===== src/rtl/ddr3_cont_cpu_front.sv =====
// CPU-side front end of the DDR3 controller: command FIFO toward the scheduler
// and a four-slot tag-indexed reorder buffer that returns read data in order.
module ddr3_cont_cpu_front #(
  parameter int ADDR_W = 27,
  parameter int DATA_W = 64,
  parameter int DEPTH  = 4
) (
  input  logic              cpu_clk,
  input  logic              RESET_N,
  input  logic              init_done,
  input  logic              cpu_cmd_valid,
  output logic              cpu_cmd_ready,
  input  logic              cpu_cmd_write,
  input  logic [ADDR_W-1:0] cpu_addr,
  input  logic [DATA_W-1:0] cpu_wdata,
  output logic [DATA_W-1:0] cpu_rdata,
  output logic              cpu_rdata_valid,
  output logic              sched_valid,
  input  logic              sched_ready,
  output logic              sched_write,
  output logic [ADDR_W-1:0] sched_addr,
  output logic [DATA_W-1:0] sched_wdata,
  output logic [1:0]        sched_tag,
  input  logic              mem_rdata_valid,
  input  logic [DATA_W-1:0] mem_rdata,
  input  logic [1:0]        mem_rtag,
  output logic              proto_err
);

  localparam int PTR_W = $clog2(DEPTH);
  localparam int CNT_W = PTR_W + 1;

  typedef enum logic {S_WAIT_INIT, S_RUN} state_t;

  state_t            r_state;
  logic [PTR_W-1:0]  r_wptr;
  logic [PTR_W-1:0]  r_rptr;
  logic [CNT_W-1:0]  r_count;
  logic [1:0]        r_tag_cnt;
  logic [1:0]        r_rel_ptr;
  logic [2:0]        r_outst;
  logic [3:0]        r_filled;
  logic [DATA_W-1:0] r_rdata;
  logic              r_rdata_valid;
  logic              r_proto_err;

  logic              r_fifo_write [DEPTH];
  logic [ADDR_W-1:0] r_fifo_addr  [DEPTH];
  logic [DATA_W-1:0] r_fifo_wdata [DEPTH];
  logic [1:0]        r_fifo_tag   [DEPTH];
  logic [DATA_W-1:0] r_slot_data  [4];

  logic       w_ready;
  logic       w_push;
  logic       w_rd_push;
  logic       w_sched_valid;
  logic       w_pop;
  logic [1:0] w_rtag_off;
  logic       w_rtag_outst;
  logic       w_store;
  logic       w_bad;
  logic       w_release;
  logic [1:0] w_push_tag;
  logic [3:0] w_set;
  logic [3:0] w_clr;

  // Ready looks only at registered state, never at this cycle's pop or release.
  assign w_ready       = (r_state == S_RUN) && (r_count < CNT_W'(DEPTH)) && (r_outst < 3'd4);
  assign w_push        = cpu_cmd_valid & w_ready;
  assign w_rd_push     = w_push & ~cpu_cmd_write;
  assign w_push_tag    = cpu_cmd_write ? 2'd0 : r_tag_cnt;
  assign w_sched_valid = (r_count != '0);
  assign w_pop         = w_sched_valid & sched_ready;

  // Outstanding tags form the window [r_rel_ptr, r_rel_ptr + r_outst) mod 4.
  assign w_rtag_off   = mem_rtag - r_rel_ptr;
  assign w_rtag_outst = ({1'b0, w_rtag_off} < r_outst);
  assign w_store      = mem_rdata_valid & w_rtag_outst & ~r_filled[mem_rtag];
  assign w_bad        = mem_rdata_valid & ~w_store;
  assign w_release    = r_filled[r_rel_ptr];
  assign w_set        = w_store   ? (4'b0001 << mem_rtag)  : 4'b0000;
  assign w_clr        = w_release ? (4'b0001 << r_rel_ptr) : 4'b0000;

  always_ff @(posedge cpu_clk or negedge RESET_N) begin
    if (!RESET_N) begin
      r_state       <= S_WAIT_INIT;
      r_wptr        <= '0;
      r_rptr        <= '0;
      r_count       <= '0;
      r_tag_cnt     <= '0;
      r_rel_ptr     <= '0;
      r_outst       <= '0;
      r_filled      <= '0;
      r_rdata       <= '0;
      r_rdata_valid <= 1'b0;
      r_proto_err   <= 1'b0;
    end else begin
      case (r_state)
        S_WAIT_INIT: if (init_done)  r_state <= S_RUN;
        S_RUN:       if (!init_done) r_state <= S_WAIT_INIT;
        default:     r_state <= S_WAIT_INIT;
      endcase

      if (w_push) r_wptr <= r_wptr + 1'b1;
      if (w_pop)  r_rptr <= r_rptr + 1'b1;
      case ({w_push, w_pop})
        2'b10:   r_count <= r_count + 1'b1;
        2'b01:   r_count <= r_count - 1'b1;
        default: r_count <= r_count;
      endcase

      if (w_rd_push) r_tag_cnt <= r_tag_cnt + 1'b1;
      r_outst  <= r_outst + {2'b00, w_rd_push} - {2'b00, w_release};
      r_filled <= (r_filled | w_set) & ~w_clr;

      r_rdata_valid <= w_release;
      if (w_release) begin
        r_rdata   <= r_slot_data[r_rel_ptr];
        r_rel_ptr <= r_rel_ptr + 1'b1;
      end

      if (w_bad) r_proto_err <= 1'b1;
    end
  end

  // Payload storage; validity is tracked by the reset control above.
  always_ff @(posedge cpu_clk) begin
    if (w_push) begin
      r_fifo_write[r_wptr] <= cpu_cmd_write;
      r_fifo_addr[r_wptr]  <= cpu_addr;
      r_fifo_wdata[r_wptr] <= cpu_wdata;
      r_fifo_tag[r_wptr]   <= w_push_tag;
    end
    if (w_store) r_slot_data[mem_rtag] <= mem_rdata;
  end

  assign cpu_cmd_ready   = w_ready;
  assign sched_valid     = w_sched_valid;
  assign sched_write     = r_fifo_write[r_rptr];
  assign sched_addr      = r_fifo_addr[r_rptr];
  assign sched_wdata     = r_fifo_wdata[r_rptr];
  assign sched_tag       = r_fifo_tag[r_rptr];
  assign cpu_rdata       = r_rdata;
  assign cpu_rdata_valid = r_rdata_valid;
  assign proto_err       = r_proto_err;

endmodule


===== config.mk =====
export PLATFORM = sky130hd
export DESIGN_NAME = ddr3_cont_cpu_front
export DESIGN_NICKNAME = d
export VERILOG_FILES = /design/src/rtl/ddr3_cont_cpu_front.sv
export SDC_FILE = /design/constraint.sdc
export NUM_CORES = 1
export LEC_CHECK = 0
export BUFFER_PORTS_ARGS = -buffer_cell sky130_fd_sc_hd__buf_2
export CAP_MARGIN = 20
export CORE_UTILIZATION = 30
export CTS_BUF_LIST = sky130_fd_sc_hd__clkbuf_16
export CTS_CLUSTER_DIAMETER = 100
export CTS_CLUSTER_SIZE = 28
export DETAILED_ROUTE_END_ITERATION = 12
export GPL_ROUTABILITY_DRIVEN = 0
export MAX_ROUTING_LAYER = met4
export PLACE_DENSITY_LB_ADDON = 0.05
export SYNTH_ARGS = -nofsm -noshare
export SYNTH_HDL_FRONTEND = slang
export SYNTH_SLANG_ARGS = --single-unit

===== constraint.sdc =====
create_clock -name cpu_clk -period 10.5 [get_ports cpu_clk]
set_clock_uncertainty 0.05 [all_clocks]
set_input_delay 0 -clock cpu_clk [delete_from_list [all_inputs] [get_ports cpu_clk]]
set_output_delay 0 -clock cpu_clk [all_outputs]
set_load 0.02 [all_outputs]

==> impl_metrics.json <==
{
  "drtIter0Drc": 466,
  "ys_top_cells_by_area": "edfxtp_1, mux4_2, dfrtp_1",
  "pin_count": 326,
  "core_area_um2": 87020,
  "design_area_um2": 32410,
  "worst_pin_slew_ns": 1.003,
  "grt_pass1_vias": 13451,
  "instances_no_fill": 2769,
  "ys_seq_area_frac": 0.7973,
  "syn_nets": 1251,
  "synth.avg_cell_area_um2": 24.69,
  "clk_pin_slew_ns": 0.10,
  "num_vias": 12277,
  "post-cts-setup-buffers": 0,
  "finalWirelength_mm": 60.66,
  "dieHeight_um": 299.1,
  "start_kind": "register",
  "min_period_over_period": 0.3092,
  "cap_violations": 0,
  "port_buffers": 325,
  "period_minus_slack_ns": 3.247,
  "hold_depth": 2,
  "dieArea_um2": 89430,
  "synthFlopType": "edfxtp_1",
  "grt_overflow": 0,
  "clk_latency_ns": 0.58,
  "ant_nets": 0,
  "place_area_um2": 29480,
  "first_pass_iters": 6,
  "drive_above_1_share": 0.3938,
  "via_per_inst": 4.434,
  "synth.most_common_cell": "edfxtp_1",
  "yosys_warnings": 0,
  "required_ns": 10.67,
  "worstSetupPathType": "reg -> reg",
  "critPathSlowestCell": "dfrtp_4",
  "synth-edff-count": 632,
  "power.switching_mw": 2.650,
  "end_kind": "register",
  "max_stage_delay_ns": 0.90,
  "track_usage": 0.1392,
  "p_clk_frac": 0.211,
  "p_leak_nw": 11.13,
  "yosys-top-cells-count": "edfxtp_1, mux4_2, dfrtp_1, mux2_2, mux2_4",
  "wl_per_cell_um": 21.91,
  "hold_violations": 0,
  "utilization": 0.3724,
  "die_w_um": 299.1,
  "yosysTopAreaCellShare": 0.7169,
  "rsz0062_at_grt": "no",
  "netlist_area_um2": 26470,
  "tritoncts": "done",
  "worstPathCellList": "ha_1 > xnor2_1 > xnor2_1 > ha_1 > nand2b_1 > o211ai_1 > nor4_2 > buf_4",
  "powerDensity_nw_per_um2": 250.5,
  "power.internal_mw": 5.469,
  "clockBufferDepth": 3,
  "ys_ff_latch": 717,
  "grt_max_degree": 58,
  "place_ws_ns": 7.152,
  "rows": 108,
  "synth_top_cell_by_area": "edfxtp_1",
  "fin_hold_ws_ns": 0.1018,
  "status": "complete, no violations",
  "nNetsFinal": 1758,
  "clkSinkCount": 717,
  "fmax_mhz": 308.0,
  "cts_max_level": 2,
  "finalSetupTns_ns": 0,
  "drc": 0,
  "dp_hpwl_mm": 36.25,
  "r2r_cells": 8,
  "power.total_mw": 8.119,
  "async_flop_share": 0.1185,
  "seqPwrFrac": 0.459,
  "ir_drop_mv": 0.1444,
  "postSynthCellCount": 1072,
  "slew_viol_final": 0,
  "path_max_fanout": 36,
  "power_frac_comb": 0.329,
  "switching_share": 0.3264,
  "cts-root-buf": "clkbuf_16",
  "yosysUniqueCellTypes": 36,
  "cts_buffers": 36,
  "initial_core_util": 0.3042,
  "setup_viol": 0,
  "area_growth_pct": 22.43,
  "hp-class": "in -> reg",
  "worst_slack_ns": 7.253,
  "slew-limit-headroom": 0.3313,
  "dpl.cell_count": 2529,
  "antenna_found_initial": 9,
  "worstPathArrival_ns": 3.42,
  "grt_pass1_wl_mm": 89.29
}
## registers in the layout, indices dropped and copies added (netlist names)
name             flops
r_rptr               2
r_count              3
cpu_rdata_valid      1
r_fifo_addr        108
r_fifo_tag           8
proto_err            1
r_wptr               2
r_tag_cnt            2
r_state              1
r_outst              3
r_fifo_wdata       256
r_slot_data        256
r_filled             4
r_rel_ptr            2
cpu_rdata           64
r_fifo_write         4
## routing by layer
metal | global-route usage | up-vias | wire, µm
met5 | - | - | 0
met4 | 0.02830 | 0 | 890
met3 | 0.03218 | 57 | 3106
met2 | 0.2419 | 228 | 31770
met1 | 0.1648 | 6522 | 24890
li1 | - | 5470 | -
## cell usage in the layout, fill, tap and decap left out, drive strengths merged
cell,count
o211ai,2
xnor2,8
a2bb2oi,5
nor4,2
nand2,5
bufinv,3
nor3b,1
ha,13
o22a,1
clkbuf,37
fa,2
o2111ai,1
dfrtp,85
and3,4
nor3,4
or3,1
xor2,4
nand2b,3
mux2i,4
inv,28
diode,9
and2,3
edfxtp,632
clkinv,10
buf,350
mux4,159
dlygate4sd3,166
mux2,64
nor2b,2
nor2,3
o21ai,3
## cell type report
type / count / area (µm²)
fill: 8115 / 54610
multi-input combinational: 294 / 5054
clock buffer: 37 / 925.9
timing repair buffer: 516 / 3498
clock inverter: 27 / 294.0
antenna: 9 / 22.52
sequential: 717 / 21120
tap: 1155 / 1445
inverter: 14 / 52.55
## power by group through the flow
stage / logic, mW / registers [mW] / clock network (mW)
after floorplan: 1.85 / 3.82 / 0
after global placement: 2.72 / 3.81 / 0
after detailed placement: 2.72 / 3.81 / 0
after CTS: 2.79 / 3.75 / 1.80
after global routing: 2.89 / 3.79 / 1.88
final: 2.68 / 3.73 / 1.71
## worst paths after layout
kind	from	end	slack, ns
worst max-delay path	r_rel_ptr[0]$_DFFE_PN0P_	r_slot_data[0][40]$_DFFE_PP_	7.25
worst min-delay path	init_done	r_state$_DFF_PN0_	0.10
worst max register to register	r_rel_ptr[0]$_DFFE_PN0P_	r_slot_data[0][40]$_DFFE_PP_	7.25
worst min register to register	r_tag_cnt[1]$_DFFE_PN0P_	r_tag_cnt[1]$_DFFE_PN0P_	0.42
max in group asynchronous	RESET_N	r_rptr[1]$_DFFE_PN0P_	9.13
min in group asynchronous	RESET_N	cpu_rdata[40]$_DFFE_PN0P_	0.33
## timing repair
action,CTS,global route
hold endpoints to repair,703,0
resized for setup,0,0
hold buffers,167,0
## critical path: cells and delay by family (launching register included)
| kind | cells | cell delay, ns |
|---|---|---|
| compound gates | 1 | 0.18 |
| buf+inv | 1 | 0.51 |
| simple gates | 2 | 0.39 |
| flops | 1 | 0.90 |
| fa+ha+maj | 2 | 0.53 |
| xor+xnor | 2 | 0.27 |
## logic make-up (layout without fill, tap and decap cells)
family                   after synthesis  count (layout)  share of synthesized area
XOR/XNOR                              12              12                   0.003970
buffers and inverters                 61             594                    0.01342
AO/OA/AOI/OAI                         12              12                   0.003450
other                                  0               9                          0
adder cells (fa/ha/maj)               15              15                   0.007657
multiplexers                         227             227                     0.1683
flip-flops                           717             717                     0.7973
AND/OR/NAND/NOR                       28              28                   0.005908
Note: power is estimated with default switching activity, not from simulation.
